--- src/rtl/shift_pkg.sv ---
// Shared encodings for the universal shift register.
//   MODE_*  : operation select driven on the mode port
//   DIR_*   : state encoding of the word-assembly direction tracker
package shift_pkg;

   localparam logic [1:0] MODE_HOLD = 2'b00;
   localparam logic [1:0] MODE_SHR  = 2'b01;
   localparam logic [1:0] MODE_SHL  = 2'b10;
   localparam logic [1:0] MODE_LOAD = 2'b11;

   localparam logic [1:0] DIR_IDLE  = 2'b00;
   localparam logic [1:0] DIR_RIGHT = 2'b01;
   localparam logic [1:0] DIR_LEFT  = 2'b10;

endpackage

--- src/rtl/word_tracker.sv ---
// Word-assembly tracker: counts consecutive same-direction shifts and emits
// a one-cycle strobe when WIDTH of them have completed a fresh word.
// Ports:
//   clk, rst     : clock and synchronous active-high reset
//   en           : clock enable (state holds when low)
//   mode         : operation select shared with the data register
//   shift_cnt    : shifts accumulated toward the current word
//   word_valid   : registered one-cycle word-completion strobe
module word_tracker
   import shift_pkg::*;
#(
   parameter int WIDTH = 4,
   localparam int CNT_W = $clog2(WIDTH)
) (
   input  logic             clk,
   input  logic             rst,
   input  logic             en,
   input  logic [1:0]       mode,
   output logic [CNT_W-1:0] shift_cnt,
   output logic             word_valid
);

   localparam logic [CNT_W-1:0] CNT_LAST = CNT_W'(WIDTH - 1);

   logic [1:0] dir_state;
   logic [1:0] shift_dir;
   logic       is_shift;

   always_comb begin
      is_shift  = (mode == MODE_SHR) || (mode == MODE_SHL);
      shift_dir = (mode == MODE_SHR) ? DIR_RIGHT : DIR_LEFT;
   end

   always_ff @(posedge clk) begin
      if (rst) begin
         dir_state  <= DIR_IDLE;
         shift_cnt  <= '0;
         word_valid <= 1'b0;
      end else begin
         // Strobe defaults low; only a completing shift raises it.
         word_valid <= 1'b0;
         if (en) begin
            if (mode == MODE_LOAD) begin
               dir_state <= DIR_IDLE;
               shift_cnt <= '0;
            end else if (is_shift) begin
               if (dir_state == shift_dir) begin
                  if (shift_cnt == CNT_LAST) begin
                     // Word complete: keep direction, restart counting.
                     shift_cnt  <= '0;
                     word_valid <= 1'b1;
                  end else begin
                     shift_cnt <= shift_cnt + 1'b1;
                  end
               end else begin
                  // New direction (or first shift): partial word discarded,
                  // this shift is the first bit of the new word.
                  dir_state <= shift_dir;
                  shift_cnt <= CNT_W'(1);
               end
            end
         end
      end
   end

endmodule

--- src/rtl/universal_shift_reg.sv ---
// Universal shift register: hold, shift right, shift left, parallel load,
// with serial outputs on both ends and a word-completion strobe.
// Ports:
//   clk, rst         : clock and synchronous active-high reset
//   en               : clock enable
//   mode             : 00 hold, 01 shift right, 10 shift left, 11 load
//   sin_r, sin_l     : serial inputs for right / left shifts
//   pdata            : parallel load data
//   q                : registered contents
//   sout_r, sout_l   : q[0] and q[WIDTH-1]
//   word_valid       : one-cycle strobe when a fresh word is complete
//   shift_cnt        : shifts accumulated toward the current word
module universal_shift_reg
   import shift_pkg::*;
#(
   parameter int             WIDTH     = 4,
   parameter logic [WIDTH-1:0] RESET_VAL = '0,
   localparam int            CNT_W     = $clog2(WIDTH)
) (
   input  logic             clk,
   input  logic             rst,
   input  logic             en,
   input  logic [1:0]       mode,
   input  logic             sin_r,
   input  logic             sin_l,
   input  logic [WIDTH-1:0] pdata,
   output logic [WIDTH-1:0] q,
   output logic             sout_r,
   output logic             sout_l,
   output logic             word_valid,
   output logic [CNT_W-1:0] shift_cnt
);

   always_ff @(posedge clk) begin
      if (rst) begin
         q <= RESET_VAL;
      end else if (en) begin
         case (mode)
            MODE_SHR:  q <= {sin_r, q[WIDTH-1:1]};
            MODE_SHL:  q <= {q[WIDTH-2:0], sin_l};
            MODE_LOAD: q <= pdata;
            default:   q <= q;
         endcase
      end
   end

   assign sout_r = q[0];
   assign sout_l = q[WIDTH-1];

   word_tracker #(.WIDTH(WIDTH)) u_tracker (
      .clk        (clk),
      .rst        (rst),
      .en         (en),
      .mode       (mode),
      .shift_cnt  (shift_cnt),
      .word_valid (word_valid)
   );

endmodule
--- config.mk ---
export PLATFORM = sky130hd
export DESIGN_NAME = universal_shift_reg
export DESIGN_NICKNAME = d
export VERILOG_FILES = /design/src/rtl/shift_pkg.sv /design/src/rtl/word_tracker.sv /design/src/rtl/universal_shift_reg.sv
export SDC_FILE = /design/constraint.sdc
export NUM_CORES = 1
export LEC_CHECK = 0
export ABC_AREA = 1
export CAP_MARGIN = 15
export CORE_MARGIN = 1.5
export CORE_UTILIZATION = 40
export DETAILED_ROUTE_END_ITERATION = 8
export PLACE_DENSITY_LB_ADDON = 0.1
export SLEW_MARGIN = 0
export SYNTH_ARGS = -nofsm -noshare
export SYNTH_HDL_FRONTEND = slang
export SYNTH_SLANG_ARGS = --single-unit
export TNS_END_PERCENT = 20
--- constraint.sdc ---
create_clock -name clk -period 2.4 [get_ports clk]
set_clock_uncertainty 0.2 [all_clocks]
set_input_delay 0.24 -clock clk [delete_from_list [all_inputs] [get_ports clk]]
set_output_delay 0.24 -clock clk [all_outputs]
set_load 0.05 [all_outputs]
* After elaboration in Yosys (flattened, before gate mapping) *
Cells that the tools add are included.

cells by class
  add/sub/neg operators = 1
  multiply operators = 0
  div/mod/pow operators = 0
  $lt $le $gt $ge = 0
  equality and inequality tests = 6
  shift-type cells = 0
  muxes and demuxes = 10
  bitwise operators = 3
  reductions and logical operators = 7

operators by type and width
  kind                                                             count
  2-bit two-way mux                                                8
  4-bit case mux with 3 select lines                               1
  2-bit == test, second input constant                             3
  5-bit OR reduction                                               1
  2-bit AND reduction                                              2
  1-bit NOT                                                        3
  3-bit AND reduction                                              1
  3-bit nonzero test                                               1
  2-bit by 1-bit adder with 2-bit output, second input constant    1
  2-bit by 1-bit == test with 1-bit output, second input constant  1
  2-bit == test                                                    1
  2-bit by 1-bit != test with 1-bit output, second input constant  1
  2-bit nonzero test                                               1
  1-bit logical OR                                                 1
  1-bit two-way mux                                                1

word-level totals
  register bits after elaboration = 9
  latch bits = 0
  memory bits (writable) = 0
  ROM bits = 0
  output and inout port bits = 9
  logic and storage cells = 31
  memories = 0

* Longest topological paths before layout *
  word-level depth = 6
  gate-level depth with buffers = 8
  gate-level depth less buffers = 8

* Cells and area by module *
Synthesis repeated with hierarchy kept, for this count alone.

second synthesis, totals
  cells, all modules = 94
  area, all modules = 621.8 µm²

modules (own cells, without submodules)
  module               instances  cells each  area each (µm²)  sequential area each (µm²)
  word_tracker         1          42          312.8            100.1
  universal_shift_reg  1          52          309.0            80.1

* Least setup slack after synthesis *
Ideal clock, no wire load.

  path kind = register to register
  start = reg u_tracker.shift_cnt[0]
  end = reg u_tracker.shift_cnt[0]
  setup time = 0.119 ns
  data arrival time = 1.130 ns
  path slack = 0.951 ns
  stages on the path, launching flop included = 5
  buffers on the path = 0
  cell sequence = dfxtp_1 > ha_1 > nor2_1 > o21ai_1 > a21oi_1

on the way
  longest elaborated chain between the ends = 5

RTL lines
  element                                                                         line                                    text
  start, declared                                                                 word_tracker.sv:19                      output logic [CNT_W-1:0] shift_cnt,
  start signal, assigned                                                          word_tracker.sv:53                      shift_cnt <= shift_cnt + 1'b1;
  2-bit by 1-bit adder with 2-bit output / 2-bit == test (equally long branches)  word_tracker.sv:53, word_tracker.sv:48
  2-bit two-way mux (*)                                                           word_tracker.sv:48                      if (shift_cnt == CNT_LAST) begin
  2-bit two-way mux (*)                                                           word_tracker.sv:47                      if (dir_state == shift_dir) begin
  2-bit two-way mux (*)                                                           word_tracker.sv:46                      end else if (is_shift) begin
  2-bit two-way mux (*)                                                           word_tracker.sv:43                      if (mode == MODE_LOAD) begin

Every way passes the cells marked *; elsewhere a longest branch is shown, timed or not. The select of a mux whose other input is x is not followed.
A chain may end at the register's enable or synchronous reset.

* Worst setup path after layout *
  start = reg q[1]
  end = out q[1]

RTL lines
  element                 line                       text
  start, declared         universal_shift_reg.sv:27  output logic [WIDTH-1:0] q,
  start signal, assigned  universal_shift_reg.sv:39  MODE_SHR: q <= {sin_r, q[WIDTH-1:1]};
  start signal, assigned  universal_shift_reg.sv:40  MODE_SHL: q <= {q[WIDTH-2:0], sin_l};
  start signal, assigned  universal_shift_reg.sv:41  MODE_LOAD: q <= pdata;

No word-level cell between the ends.

==> results.tsv <==
metric	value	unit
status	complete, no violations	
wl_per_cell	11.1	um
path_buf_inv	1	
utilization	63.6	%
die_width	39.2	um
syn-mean-instance-area	7.40	um^2
synth.most_common_cell	nand2_1	
path_cells	clkdlybuf4s50_1	
crit_path_max_fanout	4	
seq_area	180	um^2
die_y	39.2	um
core_area	1170	um^2
cts_hold_buffers	0	
grt_pass1_wl	2080	um
grt_antenna_before_repair	0	
post_cts_buffers	0	
yosysSeqAreaShare	34.3	%
max_cap_viol_count	0	
grt_pass1_vias	496	
vdd_drop_max	376	uV
critPathTopFamily	buffers and inverters	
synth_edf_count	0	
synthCells	71	
gp_congestion	0.789	
ioPinCount	20	
drc	0	
areaGrowthSynthToFinish	41.7	%
grt_setup_unrepaired	false	
drv_slew	0	
syn_area	526	um^2
slew_headroom	67.0	%
io_buffer_count	19	
drive_gt1_share	7.61	%
yosysTopAreaCellShare	34.3	%
dieArea	1540	um^2
end_kind	output pin	
fin_crit	1910	ps
num_vias	543	
crit_slowest_cell	clkdlybuf4s50_1	
synthArstFlopShare	0	%
hpwl	980	um
synth_top_flop_cell	dfxtp_1	
cts.repair.resized	0	
synth_commonest_cells	18 x nand2_1, 9 x dfxtp_1, 8 x a21oi_1, 7 x inv_1, 6 x ha_1	
ant_nets	0	
core.rowCount	12	
totalWireLength	1180	um
crit_path_max_incr_delay	830	ps
clock-sinks	9	
grt_usage	21.2	%
avgViaCountPerCell	5.12	
overflow	0	
p_leak	0.305	nW
multi_input_area	294	um^2
ys_types	16	
start_util	44.9	%
hold_path_class	register to register	
cts_tree	done	
cts_buffers	3	
insertion_delay	260	ps
crit_type	register to output pin	
grt_start_max_net_pins	8	
syn_nets	88	
setup_viol	0	
yosysTopAreaCell	dfxtp_1	
fillCellCount	115	
ys_warn_count	0	
drt_iter0_markers	28	
hold_violations	0	
antenna_cells	0	
arrival	1470	ps
dr.pass1.iters	4	
required	1960	ps
fin_nets	110	
ys_ff_latch	9	
tightest_slew	494	ps
min_period_over_period	79.6	%
htreeDepth	1	
clkSlewWorstSetupHoldPaths	60	ps
synth_area_leaders	dfxtp_1 34%, ha_1 14%, nand2_1 13%	
clock.fmax	524	MHz
clock_tree.root_cell	clkbuf_4	
power_density	537	nW/um^2
cp-start-kind	register	
clockBufferDepth	2	
tns	0	ps
[per-stage QoR]
step	total power, mW	instance area (um^2)	hold slack [ps]	setup WS [ps]	std cells
final	0.400	744	288	491	106
after floorplan	0.242	526	109	951	71
after detailed placement	0.285	718	276	431	102
after CTS	0.406	744	286	476	106
after global routing	0.426	744	299	432	106
after global placement	0.283	718	273	503	102
[cell families (layout without fill, tap and decap cells)]
kind of cell,after synthesis,after routing,synth area share [%]
flops,9,9,34.3
compound gates,17,17,17.1
buf+inv,11,32,9.76
fa+ha+maj,6,6,14.3
simple gates,28,28,24.5
[layout make-up]
| class | instances | area share, % |
|---|---|---|
| Clock buffer | 4 | 3.53 |
| Sequential cell | 9 | 24.2 |
| Inverter | 9 | 4.87 |
| Multi-Input combinational cell | 51 | 39.5 |
| Tap cell | 14 | 2.35 |
| Timing Repair Buffer | 19 | 25.5 |
[cell usage in the layout (no fill, tap or decap), types with 3 or more instances in the layout]
master           instances
o21ai_0                  4
dfxtp_1                  9
ha_1                     6
clkdlybuf4s50_1         19
a31oi_1                  4
inv_1                    7
clkbuf_4                 3
nand3_1                  4
nand2_1                 18
a21oi_1                  8
[flip-flops by register name, summed over array words and instances (netlist names)]
register              count
q                         4
u_tracker.dir_state       2
u_tracker.shift_cnt       2
u_tracker.word_valid      1
[per-layer routing]
| layer | vias up | share of wire, % | GRT usage [%] |
|---|---|---|---|
| li1 | 274 | - | - |
| met1 | 243 | 44 | 22.7 |
| met2 | 24 | 48 | 34.2 |
| met3 | 2 | 7.5 | 10.4 |
| met4 | 0 | 1.1 | 10.3 |
| met5 | - | 0 | 0 |
[worst paths after layout]
path / depth (start not counted) / slack, ps / to / from
worst max-delay path: 1 / 490 / q[1] / q[1]
worst min register to register: 2 / 290 / u_tracker.dir_state[1] / u_tracker.dir_state[1]
worst max register to register: 7 / 1140 / u_tracker.dir_state[0] / u_tracker.dir_state[0]
worst min-delay path: 2 / 290 / u_tracker.dir_state[1] / u_tracker.dir_state[1]
[report_power, final]
| group | switching, mW | internal [mW] |
|---|---|---|
| Clock | 0.0544 | 0.0641 |
| Combinational | 0.0699 | 0.0456 |
| Sequential | 0.00790 | 0.158 |
| Total | 0.132 | 0.268 |
No activity file was read; power rests on OpenSTA's default activity.
